### src/rtl/note_event_fifo_if.sv
// Purpose : bundles the event-capture inputs and the read/status outputs of
//           note_event_fifo into one interface.
// Modports: master - event producer / reader side (drives note, note_dur,
//                    new_note, note_dec, rd_en, clr_ovf)
//           slave  - the FIFO (drives rd_data, rd_valid, empty, full,
//                    count, overflow, drop_cnt, idle_frames)
interface note_event_fifo_if #(
    parameter int unsigned DEPTH = 32,
    parameter int unsigned CNT_W = 8
);
    localparam int unsigned CW = $clog2(DEPTH) + 1;

    logic [7:0]       note;
    logic [3:0]       note_dur;
    logic             new_note;
    logic             note_dec;
    logic             rd_en;
    logic             clr_ovf;
    logic [15:0]      rd_data;
    logic             rd_valid;
    logic             empty;
    logic             full;
    logic [CW-1:0]    count;
    logic             overflow;
    logic [CNT_W-1:0] drop_cnt;
    logic [CNT_W-1:0] idle_frames;

    modport master (
        output note, note_dur, new_note, note_dec, rd_en, clr_ovf,
        input  rd_data, rd_valid, empty, full, count, overflow, drop_cnt, idle_frames
    );

    modport slave (
        input  note, note_dur, new_note, note_dec, rd_en, clr_ovf,
        output rd_data, rd_valid, empty, full, count, overflow, drop_cnt, idle_frames
    );
endinterface

### src/rtl/note_event_fifo.sv
// Purpose : captures note events from fft_ctrl (rising edge of new_note),
//           tags them with a 4-bit sequence number and queues them in a
//           DEPTH-entry FIFO drained by a registered read handshake. Also
//           tracks dropped events and frames since the last stored event.
// Ports   : clk_in - system clock
//           reset  - synchronous, active-high reset
//           bus    - note_event_fifo_if.slave (event inputs, read port, status)
module note_event_fifo #(
    parameter int unsigned DEPTH      = 32,
    parameter int unsigned KEEP_RESTS = 1,
    parameter int unsigned CNT_W      = 8
) (
    input  logic             clk_in,
    input  logic             reset,
    note_event_fifo_if.slave bus
);
    localparam int unsigned AW = $clog2(DEPTH);
    localparam int unsigned CW = AW + 1;

    logic [15:0]      r_mem [DEPTH];
    logic [AW-1:0]    r_wr_ptr;
    logic [AW-1:0]    r_rd_ptr;
    logic [CW-1:0]    r_count;
    logic [3:0]       r_seq;
    logic             r_new_note_q;
    logic             r_note_dec_q;
    logic [15:0]      r_rd_data;
    logic             r_rd_valid;
    logic             r_empty;
    logic             r_full;
    logic             r_overflow;
    logic [CNT_W-1:0] r_drop_cnt;
    logic [CNT_W-1:0] r_idle_frames;

    logic             w_ev;
    logic             w_fr;
    logic             w_pass;
    logic             w_rd_accept;
    logic             w_wr;
    logic             w_drop;
    logic [CW-1:0]    w_count_nxt;

    // Event/frame edge detect, rest filter and read/write/drop decisions
    always_comb begin
        w_ev        = bus.new_note & ~r_new_note_q;
        w_fr        = bus.note_dec & ~r_note_dec_q;
        w_pass      = (KEEP_RESTS != 0) || (bus.note != 8'd0);
        w_rd_accept = bus.rd_en && (r_count != CW'(0));
        // A read in the same cycle frees a slot, so a full FIFO still accepts
        w_wr        = w_ev && w_pass && ((r_count != CW'(DEPTH)) || w_rd_accept);
        w_drop      = w_ev && w_pass && !w_wr;
        w_count_nxt = r_count;
        if (w_wr && !w_rd_accept) begin
            w_count_nxt = r_count + CW'(1);
        end else if (!w_wr && w_rd_accept) begin
            w_count_nxt = r_count - CW'(1);
        end
    end

    // Storage array; intentionally not reset
    always_ff @(posedge clk_in) begin
        if (w_wr) begin
            r_mem[r_wr_ptr] <= {bus.note, bus.note_dur, r_seq};
        end
    end

    // Control, status and read-port registers
    always_ff @(posedge clk_in) begin
        if (reset) begin
            r_wr_ptr      <= '0;
            r_rd_ptr      <= '0;
            r_count       <= '0;
            r_seq         <= '0;
            r_new_note_q  <= 1'b0;
            r_note_dec_q  <= 1'b0;
            r_rd_data     <= '0;
            r_rd_valid    <= 1'b0;
            r_empty       <= 1'b1;
            r_full        <= 1'b0;
            r_overflow    <= 1'b0;
            r_drop_cnt    <= '0;
            r_idle_frames <= '0;
        end else begin
            r_new_note_q <= bus.new_note;
            r_note_dec_q <= bus.note_dec;
            r_count      <= w_count_nxt;
            r_empty      <= (w_count_nxt == CW'(0));
            r_full       <= (w_count_nxt == CW'(DEPTH));
            r_rd_valid   <= w_rd_accept;

            if (w_rd_accept) begin
                r_rd_data <= r_mem[r_rd_ptr];
                r_rd_ptr  <= r_rd_ptr + AW'(1);
            end

            if (w_wr) begin
                r_wr_ptr <= r_wr_ptr + AW'(1);
                r_seq    <= r_seq + 4'd1;
            end

            // A drop in the same cycle as clr_ovf wins and restarts the count at 1
            if (w_drop) begin
                r_overflow <= 1'b1;
                if (bus.clr_ovf) begin
                    r_drop_cnt <= CNT_W'(1);
                end else if (r_drop_cnt != {CNT_W{1'b1}}) begin
                    r_drop_cnt <= r_drop_cnt + CNT_W'(1);
                end
            end else if (bus.clr_ovf) begin
                r_overflow <= 1'b0;
                r_drop_cnt <= '0;
            end

            if (w_wr) begin
                r_idle_frames <= '0;
            end else if (w_fr && (r_idle_frames != {CNT_W{1'b1}})) begin
                r_idle_frames <= r_idle_frames + CNT_W'(1);
            end
        end
    end

    assign bus.rd_data     = r_rd_data;
    assign bus.rd_valid    = r_rd_valid;
    assign bus.empty       = r_empty;
    assign bus.full        = r_full;
    assign bus.count       = r_count;
    assign bus.overflow    = r_overflow;
    assign bus.drop_cnt    = r_drop_cnt;
    assign bus.idle_frames = r_idle_frames;
endmodule

### src/flat_wrapper.sv
// flat-port wrapper written by rule: the top's interface ports become plain ports
module note_event_fifo_flat 
#(
    parameter int unsigned DEPTH      = 32,
    parameter int unsigned KEEP_RESTS = 1,
    parameter int unsigned CNT_W      = 8
)
  (clk_in, reset, bus_note, bus_note_dur, bus_new_note, bus_note_dec, bus_rd_en, bus_clr_ovf, bus_rd_data, bus_rd_valid, bus_empty, bus_full, bus_count, bus_overflow, bus_drop_cnt, bus_idle_frames);
  note_event_fifo_if #(.DEPTH(DEPTH), .CNT_W(CNT_W)) bus_i ();
  input  logic clk_in;
  input  logic reset;
  input wire logic [$bits(bus_i.note)-1:0] bus_note;
  input wire logic [$bits(bus_i.note_dur)-1:0] bus_note_dur;
  input wire logic [$bits(bus_i.new_note)-1:0] bus_new_note;
  input wire logic [$bits(bus_i.note_dec)-1:0] bus_note_dec;
  input wire logic [$bits(bus_i.rd_en)-1:0] bus_rd_en;
  input wire logic [$bits(bus_i.clr_ovf)-1:0] bus_clr_ovf;
  output wire logic [$bits(bus_i.rd_data)-1:0] bus_rd_data;
  output wire logic [$bits(bus_i.rd_valid)-1:0] bus_rd_valid;
  output wire logic [$bits(bus_i.empty)-1:0] bus_empty;
  output wire logic [$bits(bus_i.full)-1:0] bus_full;
  output wire logic [$bits(bus_i.count)-1:0] bus_count;
  output wire logic [$bits(bus_i.overflow)-1:0] bus_overflow;
  output wire logic [$bits(bus_i.drop_cnt)-1:0] bus_drop_cnt;
  output wire logic [$bits(bus_i.idle_frames)-1:0] bus_idle_frames;
  assign bus_i.note = bus_note;
  assign bus_i.note_dur = bus_note_dur;
  assign bus_i.new_note = bus_new_note;
  assign bus_i.note_dec = bus_note_dec;
  assign bus_i.rd_en = bus_rd_en;
  assign bus_i.clr_ovf = bus_clr_ovf;
  assign bus_rd_data = bus_i.rd_data;
  assign bus_rd_valid = bus_i.rd_valid;
  assign bus_empty = bus_i.empty;
  assign bus_full = bus_i.full;
  assign bus_count = bus_i.count;
  assign bus_overflow = bus_i.overflow;
  assign bus_drop_cnt = bus_i.drop_cnt;
  assign bus_idle_frames = bus_i.idle_frames;
  note_event_fifo #(.DEPTH(DEPTH), .KEEP_RESTS(KEEP_RESTS), .CNT_W(CNT_W)) u_core (.clk_in(clk_in), .reset(reset), .bus(bus_i));
endmodule
### config.mk
export PLATFORM = sky130hd
export DESIGN_NAME = note_event_fifo_flat
export DESIGN_NICKNAME = d
export VERILOG_FILES = /design/src/rtl/note_event_fifo_if.sv /design/src/rtl/note_event_fifo.sv /design/src/flat_wrapper.sv
export SDC_FILE = /design/constraint.sdc
export NUM_CORES = 1
export LEC_CHECK = 0
export ABC_CLOCK_PERIOD_IN_PS = 4600
export CORE_AREA = 2 2 227 229
export DETAILED_ROUTE_END_ITERATION = 8
export DIE_AREA = 0 0 229 231
export SETUP_SLACK_MARGIN = 0.2
export SLEW_MARGIN = 25
export SYNTH_ARGS = -nofsm -noshare
export SYNTH_HDL_FRONTEND = slang
export SYNTH_SLANG_ARGS = --single-unit
### constraint.sdc
create_clock -name clk_in -period 4.6 [get_ports clk_in]
set_input_delay 0.69 -clock clk_in [delete_from_list [all_inputs] [get_ports clk_in]]
set_output_delay 0.69 -clock clk_in [all_outputs]
set_load 0.03 [all_outputs]
==> run_results.csv <==
group,metric,value,unit
timing,grt_setup_unrepaired,"false",
clock_network,htreeDepth,2,
timing,min_period_over_period,73.3,%
power,cellPowerDensity,501,nW/um^2
hold_path,hold_class,"register to register",
timing,fin_skew,0.0228,ns
drt,drc,0,
grt,grt_pass1_vias,11239,
drt,vias_per_cell,5.54,
final_layout,nNetsFinal,1294,
timing,setup_viol,0,
flow_run,drv_cap,0,
floorplan,die-area,52900,sq um
timing,final_max_slew_viol_count,0,
setup_path,ff2ff_path_depth,6,
floorplan,start_util,44.2,%
logic_synthesis,synth-edff-count,512,
final_layout,area_growth,15.3,%
final_layout,design_area,25800,sq um
drt,wl,50.3,mm
floorplan,row_count,83,
timing,hold_viol,0,
timing,max-slew-margin-rel,40.5,%
setup_path,worst_ep_arrival_time,3.60,ns
clock_network,numCtsBuffers,56,
grt,grtUsageTotal,19.3,%
logic_synthesis,yosysWarnings,0,
setup_path,required,4.83,ns
hold_path,holdPathStages,2,
drt,wl_per_cell,25.3,um
final_layout,drive_gt1_share,24.4,%
setup_path,cpPeakStageDelay,0.86,ns
place,portBuffers,59,
clock_network,post_cts_resized,0,
place,dp_cells,1887,
drt,ant_nets,0,
logic_synthesis,yosysSeqAreaShare,73.8,%
clock_network,clkLatencyLatePin,0.61,ns
setup_path,path_buf_inv,1,
drt,first_pass_iters,5,
clock_network,clkSlewWorstSetupHoldPaths,0.06,ns
grt,grt-ovfl-total,0,
clock_network,cts_setup_buffers,0,
logic_synthesis,synth_async_sr_flop_share,0,%
clock_network,clockBufferDepth,3,
logic_synthesis,ys_types,56,
logic_synthesis,synthFlopType,"edfxtp_1",
setup_path,cp_slowest_cell,"nor2_2",
setup_path,crit_chain,"inv_1, ha_1, nor4b_4, a21oi_1, nand2_1, nor2_2",
floorplan,fp.dieW,229,um
timing,fin_setup_tns,0,ns
power,ir_drop,0.274,mV
logic_synthesis,ys_ff_latch,570,
clock_network,cts_sinks,570,
logic_synthesis,syn_area,22400,sq um
logic_synthesis,synth_area_per_cell,19.2,sq um
timing,finalCriticalPeriod,3.37,ns
grt,grt_pass1_wl,74.4,mm
setup_path,critical-path-top-delay-family,"simple AND/OR/NAND/NOR gates",
floorplan,fp.dieH,231,um
run_status,outcome,"complete, no violations",
final_layout,final_cells,1990,
final_layout,multi_input_area,5550,sq um
grt,grt_max_degree,55,
timing,worst_pin_slew,0.892,ns
power,p_leak,7.99,nW
timing,max_clock_freq,296,MHz
place,gp_congestion,0.799,
timing,timing.hold.ws,0.469,ns
setup_path,setup.worst_path.start_class,"register",
clock_network,cts-root-buf,"clkbuf_16",
setup_path,end_kind,"register",
place,hpwlAfterDp,29.8,mm
logic_synthesis,syn_inst,1167,
grt,antenna_found_initial,1,
logic_synthesis,synth_nets,1196,
setup_path,worstPathMaxFanout,16,
setup_path,worstSetupPathDepth,6,
floorplan,core-area,50700,sq um
clock_network,cts_hold_buf,0,
drt,drt-initial-drc-count,944,
place,dpl-instance-area,23900,sq um
floorplan,ios,60,
setup_path,path_class,"register to register",
final_layout,n_antenna_cell,0,
final_layout,seq_area,16600,sq um
final_layout,fillers,4111,
clock_network,cts_tree,"yes",
drt,vias,11019,
## layout by cell type, fill, tap and decap left out, types with 4 or more instances in the layout
cell type        instances
edfxtp_1               512
mux4_2                 128
nor2_1                  74
nand2_1                 68
clkbuf_16               58
clkdlybuf4s50_1         53
mux2i_1                 52
dfxtp_1                 51
buf_4                   43
mux2_2                  17
a221oi_1                17
o31ai_1                 17
nor2_2                  15
xnor2_1                 15
clkinv_2                12
nand3_1                 11
ha_1                    11
clkbuf_1                11
xor2_1                  10
nor3_1                  10
inv_1                    9
a21oi_1                  9
nand4_1                  9
clkinv_1                 8
nor2b_1                  7
bufinv_16                7
o21ai_0                  6
buf_2                    6
or3_1                    4
nor3b_1                  4
buf_12                   4
dfxtp_2                  4
## state kept, by name, summed over array words and instances, names as in the netlist, 4 cells and up
| name | flops |
|---|---|
| u_core.bus.count | 6 |
| u_core.bus.drop_cnt | 8 |
| u_core.bus.idle_frames | 8 |
| u_core.bus.rd_data | 16 |
| u_core.r_mem | 512 |
| u_core.r_rd_ptr | 5 |
| u_core.r_seq | 4 |
| u_core.r_wr_ptr | 5 |
## layout make-up
type	count	share of cell area, %
inverters	9	0.131
clock buffers	72	5.94
repair buffers	106	3.73
multi-input cells	522	21.5
flip-flops and latches	570	64.1
clock inverters	31	1.33
well taps	680	3.29
## Yosys cell counts (all sizes together) (11+ instances only)
library cell  number  area share (%)
nand2             68             1.1
edfxtp           512              69
mux2i             52             2.3
ha                11            0.61
nand3             11            0.25
a221oi            17            0.66
nor2              91             1.6
mux2              17            0.85
buf               39            0.97
xnor2             15            0.59
mux4             128              13
clkbuf            27            0.46
o31ai             17            0.57
dfxtp             58             5.2
## metrics by stage
step	total power, mW	utilization (%)	setup WS (ns)
3_5_place_dp	8.44	47.2	0.828
2_1_floorplan	7.65	-	1.60
4_1_cts	13.1	51.0	1.22
5_1_grt	13.4	51.0	1.05
6_report	12.9	51.0	1.23
3_3_place_gp	8.43	47.2	0.912
## worst paths after layout
path	end	from	slack (ns)
setup reg to reg	u_core.r_mem[21][8]	u_core.bus.count[1]	1.23
setup / recovery	u_core.r_mem[21][8]	u_core.bus.count[1]	1.23
hold reg to reg	u_core.bus.rd_data[15]	u_core.bus.rd_data[15]	0.47
hold / removal	u_core.bus.rd_data[15]	u_core.bus.rd_data[15]	0.47
## worst register-to-register path, cell delays in order, from the launching register on
cell and delay [ns]:
dfxtp_1 0.58, inv_1 0.16, ha_1 0.26, nor4b_4 0.17, a21oi_1 0.43, nand2_1 0.53, nor2_2 0.87
## cell families (layout without fill, tap and decap cells)
| family | after synthesis | count (layout) | share of synthesized area, % |
|---|---|---|---|
| DFF | 570 | 570 | 73.8 |
| and+or+nand+nor | 225 | 225 | 4.75 |
| muxes | 197 | 197 | 16.1 |
| buffers and inverters | 75 | 218 | 1.58 |
| AOI/OAI and AO/OA | 64 | 64 | 2.19 |
| xor gates and xnor gates | 25 | 25 | 0.978 |
| adders and majority gates | 11 | 11 | 0.615 |
## power by group
| part | total [mW] | leakage (nW) | switching, mW | internal, mW |
|---|---|---|---|---|
| Sequential | 6.00 | 5.10 | 0.247 | 5.76 |
| Clock | 4.65 | 0.925 | 1.91 | 2.74 |
| Combinational | 2.29 | 1.97 | 1.22 | 1.07 |
| Total | 12.9 | 7.99 | 3.38 | 9.57 |
## routing by layer
metal,vias up,global-route usage (%),share of wire (%)
li1,4886,-,-
met1,5737,27.5,44
met2,326,30.9,48
met3,68,3.59,6.1
met4,2,4.87,2.0
met5,-,0,0.018
No activity file was read; power rests on OpenSTA's default activity.
